### src/rtl/wb_initiator_if.sv
// wb_initiator_if: Wishbone classic master-side bus bundle
// Ports (as signals): wbm_cyc_o, wbm_stb_o, wbm_we_o, wbm_sel_o[3:0], wbm_adr_o[31:0],
// wbm_dat_o[31:0] driven by the master; wbm_ack_i, wbm_dat_i[31:0] driven by the slave.
interface wb_initiator_if;
    logic        wbm_cyc_o;
    logic        wbm_stb_o;
    logic        wbm_we_o;
    logic [3:0]  wbm_sel_o;
    logic [31:0] wbm_adr_o;
    logic [31:0] wbm_dat_o;
    logic        wbm_ack_i;
    logic [31:0] wbm_dat_i;
    modport master (
        output wbm_cyc_o, wbm_stb_o, wbm_we_o, wbm_sel_o, wbm_adr_o, wbm_dat_o,
        input  wbm_ack_i, wbm_dat_i
    );
    modport slave (
        input  wbm_cyc_o, wbm_stb_o, wbm_we_o, wbm_sel_o, wbm_adr_o, wbm_dat_o,
        output wbm_ack_i, wbm_dat_i
    );
endinterface

### src/rtl/wb_initiator.sv
// wb_initiator: single-outstanding command/response to Wishbone classic master bridge with ack timeout
// Ports: wb_clk_i/wb_rst_i clock and async active-high reset; cmd_valid/cmd_ready/cmd_we/cmd_sel/
// cmd_adr/cmd_dat command channel; rsp_valid/rsp_ready/rsp_dat/rsp_err response channel;
// busy high outside IDLE; wb is the Wishbone master bundle.
module wb_initiator #(
    parameter int TIMEOUT = 64
) (
    input  logic        wb_clk_i,
    input  logic        wb_rst_i,
    input  logic        cmd_valid,
    output logic        cmd_ready,
    input  logic        cmd_we,
    input  logic [3:0]  cmd_sel,
    input  logic [31:0] cmd_adr,
    input  logic [31:0] cmd_dat,
    output logic        rsp_valid,
    input  logic        rsp_ready,
    output logic [31:0] rsp_dat,
    output logic        rsp_err,
    output logic        busy,
    wb_initiator_if.master wb
);
    typedef enum logic [1:0] {IDLE, BUS, RESP} state_t;
    state_t state, state_nxt;
    logic [7:0] cnt;
    logic take, done, abort;
    // ack wins over timeout on the same edge
    always_comb begin
        take = (state == IDLE) && cmd_valid;
        done = (state == BUS) && wb.wbm_ack_i;
        abort = (state == BUS) && !wb.wbm_ack_i && (cnt == 8'(TIMEOUT));
        state_nxt = take ? BUS : (done || abort) ? RESP : (state == RESP && rsp_ready) ? IDLE : state;
    end
    always_ff @(posedge wb_clk_i or posedge wb_rst_i) begin
        if (wb_rst_i) begin
            state <= IDLE;
            cnt <= '0;
            wb.wbm_we_o <= 1'b0;
            wb.wbm_sel_o <= '0;
            wb.wbm_adr_o <= '0;
            wb.wbm_dat_o <= '0;
            rsp_dat <= '0;
            rsp_err <= 1'b0;
        end else begin
            state <= state_nxt;
            if (take) begin
                wb.wbm_we_o <= cmd_we;
                wb.wbm_sel_o <= cmd_sel;
                wb.wbm_adr_o <= cmd_adr;
                wb.wbm_dat_o <= cmd_dat;
                cnt <= 8'd1;
            end else if (state == BUS) begin
                if (done || abort) begin
                    rsp_dat <= (done && !wb.wbm_we_o) ? wb.wbm_dat_i : '0;
                    rsp_err <= abort;
                end else begin
                    cnt <= cnt + 8'd1;
                end
            end
        end
    end
    // cyc/stb and handshakes decode from state so reset drops them immediately
    assign wb.wbm_cyc_o = (state == BUS);
    assign wb.wbm_stb_o = (state == BUS);
    assign rsp_valid = (state == RESP);
    assign cmd_ready = (state == IDLE);
    assign busy = (state != IDLE);
endmodule

### src/flat_wrapper.sv
// flat-port wrapper written by rule: the top's interface ports become plain ports
module wb_initiator_flat 
#(
    parameter int TIMEOUT = 64
)
  (wb_clk_i, wb_rst_i, cmd_valid, cmd_ready, cmd_we, cmd_sel, cmd_adr, cmd_dat, rsp_valid, rsp_ready, rsp_dat, rsp_err, busy, wb_wbm_cyc_o, wb_wbm_stb_o, wb_wbm_we_o, wb_wbm_sel_o, wb_wbm_adr_o, wb_wbm_dat_o, wb_wbm_ack_i, wb_wbm_dat_i);
  wb_initiator_if wb_i ();
  input  logic wb_clk_i;
  input  logic wb_rst_i;
  input  logic cmd_valid;
  output logic cmd_ready;
  input  logic cmd_we;
  input  logic [3:0] cmd_sel;
  input  logic [31:0] cmd_adr;
  input  logic [31:0] cmd_dat;
  output logic rsp_valid;
  input  logic rsp_ready;
  output logic [31:0] rsp_dat;
  output logic rsp_err;
  output logic busy;
  output wire logic [$bits(wb_i.wbm_cyc_o)-1:0] wb_wbm_cyc_o;
  output wire logic [$bits(wb_i.wbm_stb_o)-1:0] wb_wbm_stb_o;
  output wire logic [$bits(wb_i.wbm_we_o)-1:0] wb_wbm_we_o;
  output wire logic [$bits(wb_i.wbm_sel_o)-1:0] wb_wbm_sel_o;
  output wire logic [$bits(wb_i.wbm_adr_o)-1:0] wb_wbm_adr_o;
  output wire logic [$bits(wb_i.wbm_dat_o)-1:0] wb_wbm_dat_o;
  input wire logic [$bits(wb_i.wbm_ack_i)-1:0] wb_wbm_ack_i;
  input wire logic [$bits(wb_i.wbm_dat_i)-1:0] wb_wbm_dat_i;
  assign wb_wbm_cyc_o = wb_i.wbm_cyc_o;
  assign wb_wbm_stb_o = wb_i.wbm_stb_o;
  assign wb_wbm_we_o = wb_i.wbm_we_o;
  assign wb_wbm_sel_o = wb_i.wbm_sel_o;
  assign wb_wbm_adr_o = wb_i.wbm_adr_o;
  assign wb_wbm_dat_o = wb_i.wbm_dat_o;
  assign wb_i.wbm_ack_i = wb_wbm_ack_i;
  assign wb_i.wbm_dat_i = wb_wbm_dat_i;
  wb_initiator #(.TIMEOUT(TIMEOUT)) u_core (.wb_clk_i(wb_clk_i), .wb_rst_i(wb_rst_i), .cmd_valid(cmd_valid), .cmd_ready(cmd_ready), .cmd_we(cmd_we), .cmd_sel(cmd_sel), .cmd_adr(cmd_adr), .cmd_dat(cmd_dat), .rsp_valid(rsp_valid), .rsp_ready(rsp_ready), .rsp_dat(rsp_dat), .rsp_err(rsp_err), .busy(busy), .wb(wb_i));
endmodule
### config.mk
export PLATFORM = sky130hd
export DESIGN_NAME = wb_initiator_flat
export DESIGN_NICKNAME = d
export VERILOG_FILES = /design/src/rtl/wb_initiator_if.sv /design/src/rtl/wb_initiator.sv /design/src/flat_wrapper.sv
export SDC_FILE = /design/constraint.sdc
export NUM_CORES = 1
export LEC_CHECK = 0
export ABC_AREA = 1
export BUFFER_PORTS_ARGS = -buffer_cell sky130_fd_sc_hd__buf_2
export CORE_AREA = 2 2 101 122
export CTS_CLUSTER_DIAMETER = 150
export CTS_CLUSTER_SIZE = 12
export DETAILED_ROUTE_END_ITERATION = 7
export DIE_AREA = 0 0 103 124
export PLACE_DENSITY = 0.72
export SKIP_LAST_GASP = 1
export SYNTH_ARGS = -nofsm -noshare
export SYNTH_HDL_FRONTEND = slang
export SYNTH_SLANG_ARGS = --single-unit
export TNS_END_PERCENT = 100
### constraint.sdc
create_clock -name wb_clk_i -period 3.24 [get_ports wb_clk_i]
set_clock_uncertainty 0.05 [all_clocks]
set_input_delay 0.162 -clock wb_clk_i [delete_from_list [all_inputs] [get_ports wb_clk_i]]
set_output_delay 0.162 -clock wb_clk_i [all_outputs]
set_load 0.02 [all_outputs]
==> results of run 1 <==
-- logic make-up (layout without fill, tap and decap cells) --
logic type / Yosys count / count (layout) / share of synthesized area (%)
simple gates: 367 / 367 / 32.36
xor+xnor: 2 / 2 / 0.3844
buf+inv: 47 / 354 / 4.886
flops: 112 / 112 / 61.49
fa+ha+maj: 2 / 2 / 0.5489
compound gates: 3 / 3 / 0.3293
-- worst max-delay path: cells and delay by family (launching register included) --
family,cells,cell delay [ns]
DFF,1,0.41
buffers and inverters,2,0.95
and+or+nand+nor,4,0.47
-- repair_timing --
action / in CTS / in global routing
endpoints found under the setup margin: 0 / 0
hold endpoints to repair: 160 / 0
hold buffers: 101 / 0
-- power by group through the flow --
stage / combinational [mW] / sequential, mW / clock, mW
finish: 0.195 / 1.40 / 1.12
global route: 0.211 / 1.40 / 1.20
CTS: 0.190 / 1.40 / 1.15
detailed placement: 0.0969 / 1.42 / 0
global placement: 0.0955 / 1.42 / 0
floorplan: 0.0206 / 1.42 / 0
-- sequential cells by signal, summed over array words and instances (netlist names) --
| register | flops |
|---|---|
| u_core.rsp_dat | 32 |
| u_core.cnt | 8 |
| u_core.wb.wbm_sel_o | 4 |
| u_core.wb.wbm_we_o | 1 |
| u_core.rsp_err | 1 |
| u_core.wb.wbm_dat_o | 32 |
| u_core.state | 2 |
| u_core.wb.wbm_adr_o | 32 |
-- metal layers --
layer	track usage, %	wire length [um]
met2	37.38	7171
met1	23.18	5143
met5	0	0
met4	8.799	330
met3	4.040	824
-- cells in the final DEF (no fill, tap or decap), types with 3 or more instances in the layout --
| master | n |
|---|---|
| buf_2 | 212 |
| nand3_1 | 43 |
| nand2_1 | 306 |
| dfrtp_1 | 112 |
| a21oi_1 | 3 |
| inv_6 | 3 |
| nor2_1 | 9 |
| inv_2 | 3 |
| clkbuf_16 | 9 |
| inv_1 | 18 |
| dlygate4sd3_1 | 101 |
-- final cells by class --
cell class              count  area [um^2]
clock buffers              10        229.0
clock inverters             6        73.82
fillers                   958         4487
inverters                  22        85.08
multi-input cells         374         1533
flip-flops and latches    112         2803
well taps                 157        196.4
repair buffers            316         2107
-- path summary, 6_finish.rpt --
path,endpoint,cells past startpoint
worst min-delay path,u_core.rsp_dat[8],3
worst min register to register,u_core.wb.wbm_dat_o[23],2
worst max register to register,u_core.wb.wbm_dat_o[24],6
max in group asynchronous,u_core.wb.wbm_dat_o[22],4
min in group asynchronous,u_core.rsp_dat[5],3
worst max-delay path,u_core.wb.wbm_dat_o[24],6
-- through the flow --
step	cell area (um^2)	setup WS, ns	hold WS, ns	util [%]	total power [mW]
2_1_floorplan	4558	0.06900	0.2216	-	1.445
3_3_place_gp	5713	1.391	0.3007	49.62	1.520
3_5_place_dp	5713	1.298	0.3151	49.62	1.521
4_1_cts	7027	1.278	0.001564	61.03	2.737
5_1_grt	7027	1.104	0.003885	61.03	2.808
6_report	7027	1.279	0.01145	61.03	2.713
==> metrics.md, run 1 <==
| Metric | Value |
|---|---|
| Status | `complete, no violations` |
| Period utilization | `between 60% and 70%` |
| Core area | `11510 um^2` |
| Net Sw Power | `between 0.5 and 0.6 mW` |
| CTS buffer count | `9` |
| Initial core utilization | `39.59%` |
| Worst vdd ir | `0.0002384 V` |
| Internal | `between 2 and 2.5 mW` |
| DRC | `0` |
| Global-route congestion overflow total | `0` |
| WP data required | `3.46 ns` |
| CTS resizes | `0` |
| Clock sink total | `roughly 110` |
| Top Ports | `213` |
| DRT antenna net count | `0` |
| Layout cells sized above 1 | `approximately 29%` |
| Setup bufs post-CTS | `0` |
| Worst min-delay path class | `in -> reg` |
| Final GP Congestion | `between 0.8 and 0.9` |
| NumNets Final | `roughly 940` |
| CTS tree | `yes` |
| PortBufs | `212` |
| Worst slew pin tran | `0.8220 ns` |
| Hold path start | `wb_wbm_dat_i[8]` |
| CTS Buffer Depth | `2` |
| All-layer global routing usage | `between 20% and 30%` |
| CP arrival | `2.18 ns` |
| P_leak | `4.318 nW` |
| Clock share of power | `41.3%` |
| First-pass GRT wire length | `between 20 and 25 mm` |
| Post-synth ARST share | `100.0%` |
| Synth-to-layout area growth | `54.16%` |
| TritonRoute pass-1 iters | `5` |
| Mapped Area | `about 4600 um^2` |
| Worst-path fanout max | `44` |
| Worst-path cell chain | `nor2_2 -> nand2_4 -> inv_2 -> buf_4 -> nand2_1 -> nand2_1` |
| Final HPWL DP | `7.931 mm` |
| Die Ht | `124 um` |
| Row Count | `43` |
| Placed Cells | `880` |
| Most common cell in the netlist | `nand2_1` |
| Worst-path clk slew | `roughly 0.070 ns` |
| Syn Nets | `641` |
| Die ar. | `12770 um^2` |
| Final Hold Fails | `0` |
| Top_reg_cell synth | `dfrtp_1` |
| Routed length per placed instance | `13.51 um` |
| Yosys cell types | `20` |
| Vias post-DR | `~4600` |
| Largest net degree at the start of global routing | `82` |
| Reg2reg start | `u_core.state[0]` |
| FF+latch count, synth | `112` |
| Worst skew pair latency | `0.34 ns` |
| F_max | `0.5100 GHz` |
| Sw Ratio | `21.31%` |
| Post-synthesis instance total | `533` |
| Slew margin rel. | `about 45%` |
| Setup TNS | `0 ns` |
| Yosys top cell by area | `dfrtp_1` |
| Die W | `103 um` |
| EDFF count, synth | `0` |
| Final cell count without fillers | `997` |
| H-tree level count | `3` |
| RSZ-0062 raised after global routing | `no` |
| Max stage delay on crit path | `0.55 ns` |
| Post-synth top cells | `nand2_1, dfrtp_1, nand3_1, inv_1, buf_2` |
| Most common cell on crit path | `nand2_1` |
| Critical path type | `reg -> reg` |
| Combinational power share | `7.2%` |
| Final WL | `about 13 mm` |
| Synth top area cells | `dfrtp_1, nand2_1, nand3_1, inv_1, buf_2` |
| Worst path slowest cell | `inv_2` |
| Synthesized area per cell | `approximately 8.6 um^2` |
| Ys Warns | `0` |
| Diode count | `0` |
| Crit path from | `u_core.state[0]` |
| Sequential share of power | `51.5%` |
| Fin. max-slew vios | `0` |
| Min cycle time layout | `1.961 ns` |
| Reg-to-reg slack, setup | `1.28 ns` |
| Vias in the first global route | `4545` |
| Crit start category | `register` |
| Element type at the critical path end | `register` |
| DR vias/cell | `4.635` |
| Post-synthesis sequential area ratio | `61.49%` |
| Clock root cell | `clkbuf_16` |
| Initial antenna violation count | `0` |
| PD cells | `386.0 nW/um^2` |
| Initial DRC Count | `186` |
| # setup viols final | `0` |
| Share of the synthesized area in the top cell type | `61.49%` |
| Maxcap violations | `0` |
No activity file was read; power rests on OpenSTA's default activity.
==> run 2: changes to the inputs <==
PLACE_DENSITY = 0.69   (was 0.72)
clock period = 1.9 ns   (was 3.24 ns; I/O delays follow)
==> run 2 against run 1 <==
Sequential power up 70%. Clock power increased by 63%. Core utilization rose by 0.66 points. Die area unchanged. Global-route usage up 0.72 points. Final area rose by 1.1%. Total power is 67% higher. Worst setup slack worse by 0.87 ns. Register-to-register slack worse by 0.87 ns. Sequential share of layout area shrank 0.43 points. Sequential cell count stayed put. Worst hold slack gained 0.043 ns. Largest power group unchanged.
==> metrics.md, run 2 (same netlist as run 1, synthesis figures left out) <==
| Metric | Value |
|---|---|
| CTS buffer count | `9` |
| Top Ports | `213` |
| P_leak | `4.354 nW` |
| Worst vdd ir | `around 0.00036 V` |
| All-layer global routing usage | `21.29%` |
| Slew margin rel. | `between 50% and 60%` |
| Final cell count without fillers | `around 1000` |
| Largest net degree at the start of global routing | `64` |
| CP arrival | `1.72 ns` |
| Worst slack at placement | `0.4305 ns` |
| Row Count | `43` |
| Clock share of power | `~40%` |
| H-tree level count | `3` |
| Initial core utilization | `39.59%` |
| Biggest regs | `u_core.rsp_dat (32), u_core.wb.wbm_adr_o (32), u_core.wb.wbm_dat_o (32)` |
| Internal | `3.571 mW` |
| Reg-to-reg slack, setup | `0.41 ns` |
| Clock root cell | `clkbuf_16` |
| Global-route congestion overflow total | `0` |
| Die Ht | `124 um` |
| Status | `complete, no violations` |
| Net Sw Power | `0.9697 mW` |
| Die ar. | `12770 um^2` |
| Maxcap violations | `0` |
| DRC | `0` |
| Final GP Congestion | `0.7818` |
| Worst slew pin tran | `between 0.6 and 0.7 ns` |
| TritonRoute pass-1 iters | `5` |
| CTS tree | `yes` |
| Period utilization | `78.62%` |
| CTS Buffer Depth | `2` |
| Fin. max-slew vios | `0` |
| Final WL | `13.85 mm` |
| Worst min-delay path class | `in -> reg` |
| CTS resizes | `0` |
| Element type at the critical path end | `register` |
| Die W | `103 um` |
| F_max | `0.6694 GHz` |
| First-pass GRT wire length | `21.35 mm` |
| DRT antenna net count | `0` |
| Most common cell after layout, fill and taps aside | `nand2_1` |
| Fin util | `between 60% and 70%` |
| Combinational power share | `7.4%` |
| Synth-to-layout area growth | `55.83%` |
| Vias in the first global route | `4602` |
| Clock sink total | `112` |
| Routed length per placed instance | `13.77 um` |
| Crit start category | `register` |
| Sw Ratio | `21.36%` |
| Final Hold Fails | `0` |
| PD cells | `639.3 nW/um^2` |
| Critical path type | `reg -> reg` |
| WP data required | `approximately 2.1 ns` |
| Worst skew pair latency | `about 0.34 ns` |
| DR vias/cell | `4.636` |
| PortBufs | `212` |
| Final HPWL DP | `8.183 mm` |
| Core area | `around 12000 um^2` |
| # setup viols final | `0` |
| Placed Cells | `886` |
| Setup TNS | `0 ns` |
| RSZ-0062 raised after global routing | `no` |
| Overall Power | `4.541 mW` |
| Initial antenna violation count | `2` |
| Commonest non-fill, non-tap cells in the layout | `nand2_1, buf_2, dfrtp_1` |
| Worst-path clk slew | `0.07 ns` |
| NumNets Final | `950` |
| Sequential share of power | `52.5%` |
| Initial DRC Count | `163` |
| Vias post-DR | `4664` |
| Worst-path fanout max | `32` |
| Min cycle time layout | `1.494 ns` |
| Layout cells sized above 1 | `between 20% and 30%` |
| Setup ws final | `0.4062 ns` |
-- run 2: cell count changes in the layout (fill, tap and decap cells not counted), moves of 2 or more --
cell      change
buf_4         +4
inv_6         -2
diode_2       +2
buf_12        +2
clkbuf_8      +2
-- run 2: area by class of cell --
| type | instances | area (um^2) |
|---|---|---|
| clock inverter | 5 | 40.04 |
| multi-input combinational | 374 | 1533 |
| sequential | 112 | 2803 |
| clock buffer | 11 | 252.7 |
| antenna | 2 | 5.005 |
| fill | 945 | 4410 |
| inverter | 22 | 86.33 |
| timing repair buffer | 323 | 2187 |
| tap | 157 | 196.4 |
-- run 2: metal layers --
metal | global-route usage, % | vias up | share of wire, %
met5 | 0 | - | 0
met4 | 10.03 | 0 | 3.0
met3 | 4.377 | 37 | 8.0
met2 | 36.61 | 233 | 50
met1 | 25.31 | 2146 | 39
li1 | - | 2248 | -
-- run 2: power by group through the flow --
stage | clock network (mW) | registers, mW | logic (mW)
6_report | 1.82 | 2.38 | 0.337
5_1_grt | 1.97 | 2.38 | 0.365
4_1_cts | 1.88 | 2.38 | 0.328
3_5_place_dp | 0 | 2.43 | 0.167
3_3_place_gp | 0 | 2.43 | 0.164
2_1_floorplan | 0 | 2.43 | 0.0357
-- run 2: worst max-delay path: stages, from the launching register on --
cell and delay [ns]:
dfrtp_1 0.39, inv_1 0.09, nand2_1 0.11, inv_2 0.13, nand2_4 0.08, nor2_4 0.07
buf_4 0.31, nand2_1 0.11, nand2_1 0.09
-- run 2: what timing repair did --
action,4_1_cts,5_1_grt
setup buffers,0,0
hold endpoints to repair,213,0
hold buffers,102,0
-- run 2: final timing paths --
kind / to / startpoint / cells after the start
max reg2reg: u_core.rsp_dat[1] / u_core.state[1] / 8
min: u_core.state[1] / rsp_ready / 3
max: u_core.rsp_dat[1] / u_core.state[1] / 8
min reg2reg: u_core.wb.wbm_dat_o[24] / u_core.wb.wbm_dat_o[24] / 2
min in group asynchronous: u_core.wb.wbm_dat_o[12] / wb_rst_i / 4
max in group asynchronous: u_core.wb.wbm_adr_o[25] / wb_rst_i / 4
-- run 2: per-stage QoR --
step           hold WS [ns]  instance area [um^2]
6_report            0.05433                  7103
5_1_grt             0.08216                  7103
4_1_cts             0.04075                  7098
3_5_place_dp         0.1794                  5784
3_3_place_gp         0.1722                  5784
2_1_floorplan        0.1546                  4562
==> run 3: changes to the inputs <==
PLACE_DENSITY = 0.72   (was 0.69)
clock period = 1.25 ns   (was 1.9 ns; I/O delays follow)
==> run 3 against run 2 <==
The flow now finishes with violations (setup timing). Register-to-register slack worse by 0.59 ns. Non-clock buffer count up 47. Maximum frequency up 4.0%. Clock power up 73%. Sequential cell count unchanged. Worst hold slack worse by 0.024 ns. Clock-buffer cell count down 2. Combinational power up 61%. Largest power group unchanged. Highest routed layer unchanged.
==> metrics.md, run 3 (same netlist as run 1, synthesis figures left out) <==
| Metric | Value |
|---|---|
| Status | `complete, but fails checks` |
| Failing checks | `setup timing` |
| Fillcell total | `770` |
| Period utilization | `114.9%` |
| PD cells | `881.6 nW/um^2` |
| Placed Cells | `a little over 900` |
| Fin. max-slew vios | `0` |
| Max stage delay on crit path | `roughly 0.42 ns` |
| DRT antenna net count | `0` |
| Final WL | `16.75 mm` |
| Fin util | `between 70 and 80%` |
| Core area | `11510 um^2` |
| Clock root cell | `clkbuf_16` |
| Setup ws final | `-0.1860 ns` |
| Worst vdd ir | `0.0007559 V` |
| Top cell family by delay on the critical path | `simple AND/OR/NAND/NOR gates` |
| CTS buffer count | `9` |
| Initial core utilization | `between 30% and 40%` |
| Layout cells sized above 1 | `41.25%` |
| CTS tree | `yes` |
| WP depth | `7` |
| Largest net degree at the start of global routing | `45` |
| Worst path slowest cell | `dfrtp_1` |
| WP data required | `1.43 ns` |
| Synth-to-layout area growth | `81.91%` |
| Reg-to-reg slack, setup | `-0.19 ns` |
| Final Hold Fails | `0` |
| Final HPWL DP | `between 8 and 9 mm` |
| Min cycle time layout | `1.436 ns` |
| CP arrival | `1.62 ns` |
| Maxcap violations | `0` |
| DRC | `0` |
| Commonest non-fill, non-tap cells in the layout | `nand2_1, buf_2, dfrtp_1` |
| Worst skew pair latency | `about 0.34 ns` |
| H-tree level count | `3` |
| Worst slew pin tran | `0.4778 ns` |
| TritonRoute pass-1 iters | `5` |
| Worst-path cell chain | `inv_2 -> nand2_4 -> nor2_1 -> nand3_4 -> buf_12 -> nand3_1 -> nand2_1` |
| RR Endpoint | `u_core.rsp_dat[23]` |
| DR vias/cell | `between 4 and 5` |
| # setup viols final | `117` |
| Crit path from | `u_core.state[1]` |
| CTS Buffer Depth | `2` |
| Die ar. | `~13000 um^2` |
| FF-to-FF path depth | `7` |
| Most common cell after layout, fill and taps aside | `nand2_1` |
| Die Ht | `124 um` |
| Final cell count without fillers | `1055` |
| Final GP Congestion | `0.7838` |
| Top Ports | `roughly 210` |
| NumNets Final | `1000` |
| Vias post-DR | `5103` |
| First-pass GRT wire length | `between 20 and 25 mm` |
| Reg2reg start | `u_core.state[1]` |
| Critical path type | `reg -> reg` |
| Global-route congestion overflow total | `0` |
| Worst-path fanout max | `28` |
| RSZ-0062 raised after global routing | `yes` |
| Initial antenna violation count | `1` |
| Initial DRC Count | `~170` |
| Biggest regs | `u_core.rsp_dat (32), u_core.wb.wbm_adr_o (32), u_core.wb.wbm_dat_o (32)` |
| PortBufs | `212` |
| Die W | `roughly 100 um` |
| P_leak | `slightly below 5 nW` |
| All-layer global routing usage | `22.02%` |
| End point of the critical path | `u_core.rsp_dat[23]` |
| Crit start category | `register` |
| Worst-path clk slew | `0.08 ns` |
| Row Count | `43` |
| Routed length per placed instance | `15.88 um` |
| F_max | `0.6964 GHz` |
| Element type at the critical path end | `register` |
| Crit path buf inv count | `2` |
| Worst min-delay path class | `in -> reg` |
| Clock sink total | `112` |
| Vias in the first global route | `between 4000 and 5000` |
| Slew margin rel. | `68.08%` |
## run 3: cell types whose count changed in the layout (fill, tap and decap cells not counted), sizes merged
cell / delta
clkinv: +1
bufinv: +2
nand3: +1
clkbuf: +8
diode: -1
inv: +1
buf: +37
## run 3: metrics by stage
| stage | worst slack (ns) | instance area, um^2 | power (mW) | hold slack, ns | TNS (ns) |
|---|---|---|---|---|---|
| after floorplan | -0.2200 | 4727 | 3.748 | 0.1221 | -26.74 |
| after global placement | -0.08000 | 6240 | 3.953 | 0.07084 | -6.625 |
| after detailed placement | -0.1484 | 6240 | 3.958 | 0.06894 | -10.22 |
| after CTS | -0.1595 | 7634 | 7.321 | 0.02732 | -7.747 |
| after global routing | -0.2536 | 8292 | 7.532 | 0.03572 | -19.10 |
| final | -0.1860 | 8292 | 7.310 | 0.02998 | -10.80 |
## run 3: power breakdown
part | total, mW | switching, mW | internal [mW]
registers | 3.62 | 0 | 3.62
logic | 0.541 | 0.199 | 0.342
clock network | 3.15 | 1.37 | 1.78
total | 7.31 | 1.57 | 5.74
## run 3: worst min-delay path by stage
| stage | start | end | slack (ns) | depth (start not counted) |
|---|---|---|---|---|
| after floorplan | cmd_adr[0] | u_core.wb.wbm_adr_o[0] | 0.12 | 2 |
| after global placement | wb_rst_i | u_core.wb.wbm_dat_o[16] | 0.07 | 2 |
| after detailed placement | wb_rst_i | u_core.wb.wbm_dat_o[16] | 0.07 | 2 |
| after CTS | rsp_ready | u_core.state[1] | 0.03 | 3 |
| after global routing | wb_wbm_ack_i | u_core.state[0] | 0.04 | 4 |
| final | wb_wbm_ack_i | u_core.state[0] | 0.03 | 4 |
## run 3: timing repair
action / CTS / global route
resized for setup: 9 / 82
hold buffers: 102 / 0
setup buffers: 2 / 7
cloned: 1 / 15
endpoints found under the setup margin: 116 / 114
pin swaps: 4 / 14
hold endpoints to repair: 116 / 0
## run 3: per-layer routing
metal	wire length [um]	vias to the layer above	global-route usage (%)	part of all wire [%]
met5	0	-	0	0
met4	600	0	9.622	3.6
met3	1008	58	4.938	6.0
met2	8975	245	39.77	54
met1	6165	2450	24.55	37
li1	-	2350	-	-
## run 3: tightest hold or removal path: stages
cell	delay (ns)
buf_2	0.13
nand2_4	0.09
nand2_2	0.08
a21oi_2	0.03
## run 3: cell type report
type | instances | area (um^2) | area share (%)
Antenna cell | 1 | 2.502 | 0.03018
Inverter | 22 | 120.1 | 1.449
Multi-Input combinational cell | 375 | 1864 | 22.48
Clock buffer | 9 | 225.2 | 2.716
Timing Repair inverter | 2 | 32.53 | 0.3923
Clock inverter | 7 | 100.1 | 1.207
Tap cell | 157 | 196.4 | 2.369
Sequential cell | 112 | 2804 | 33.82
Timing Repair Buffer | 370 | 2947 | 35.54
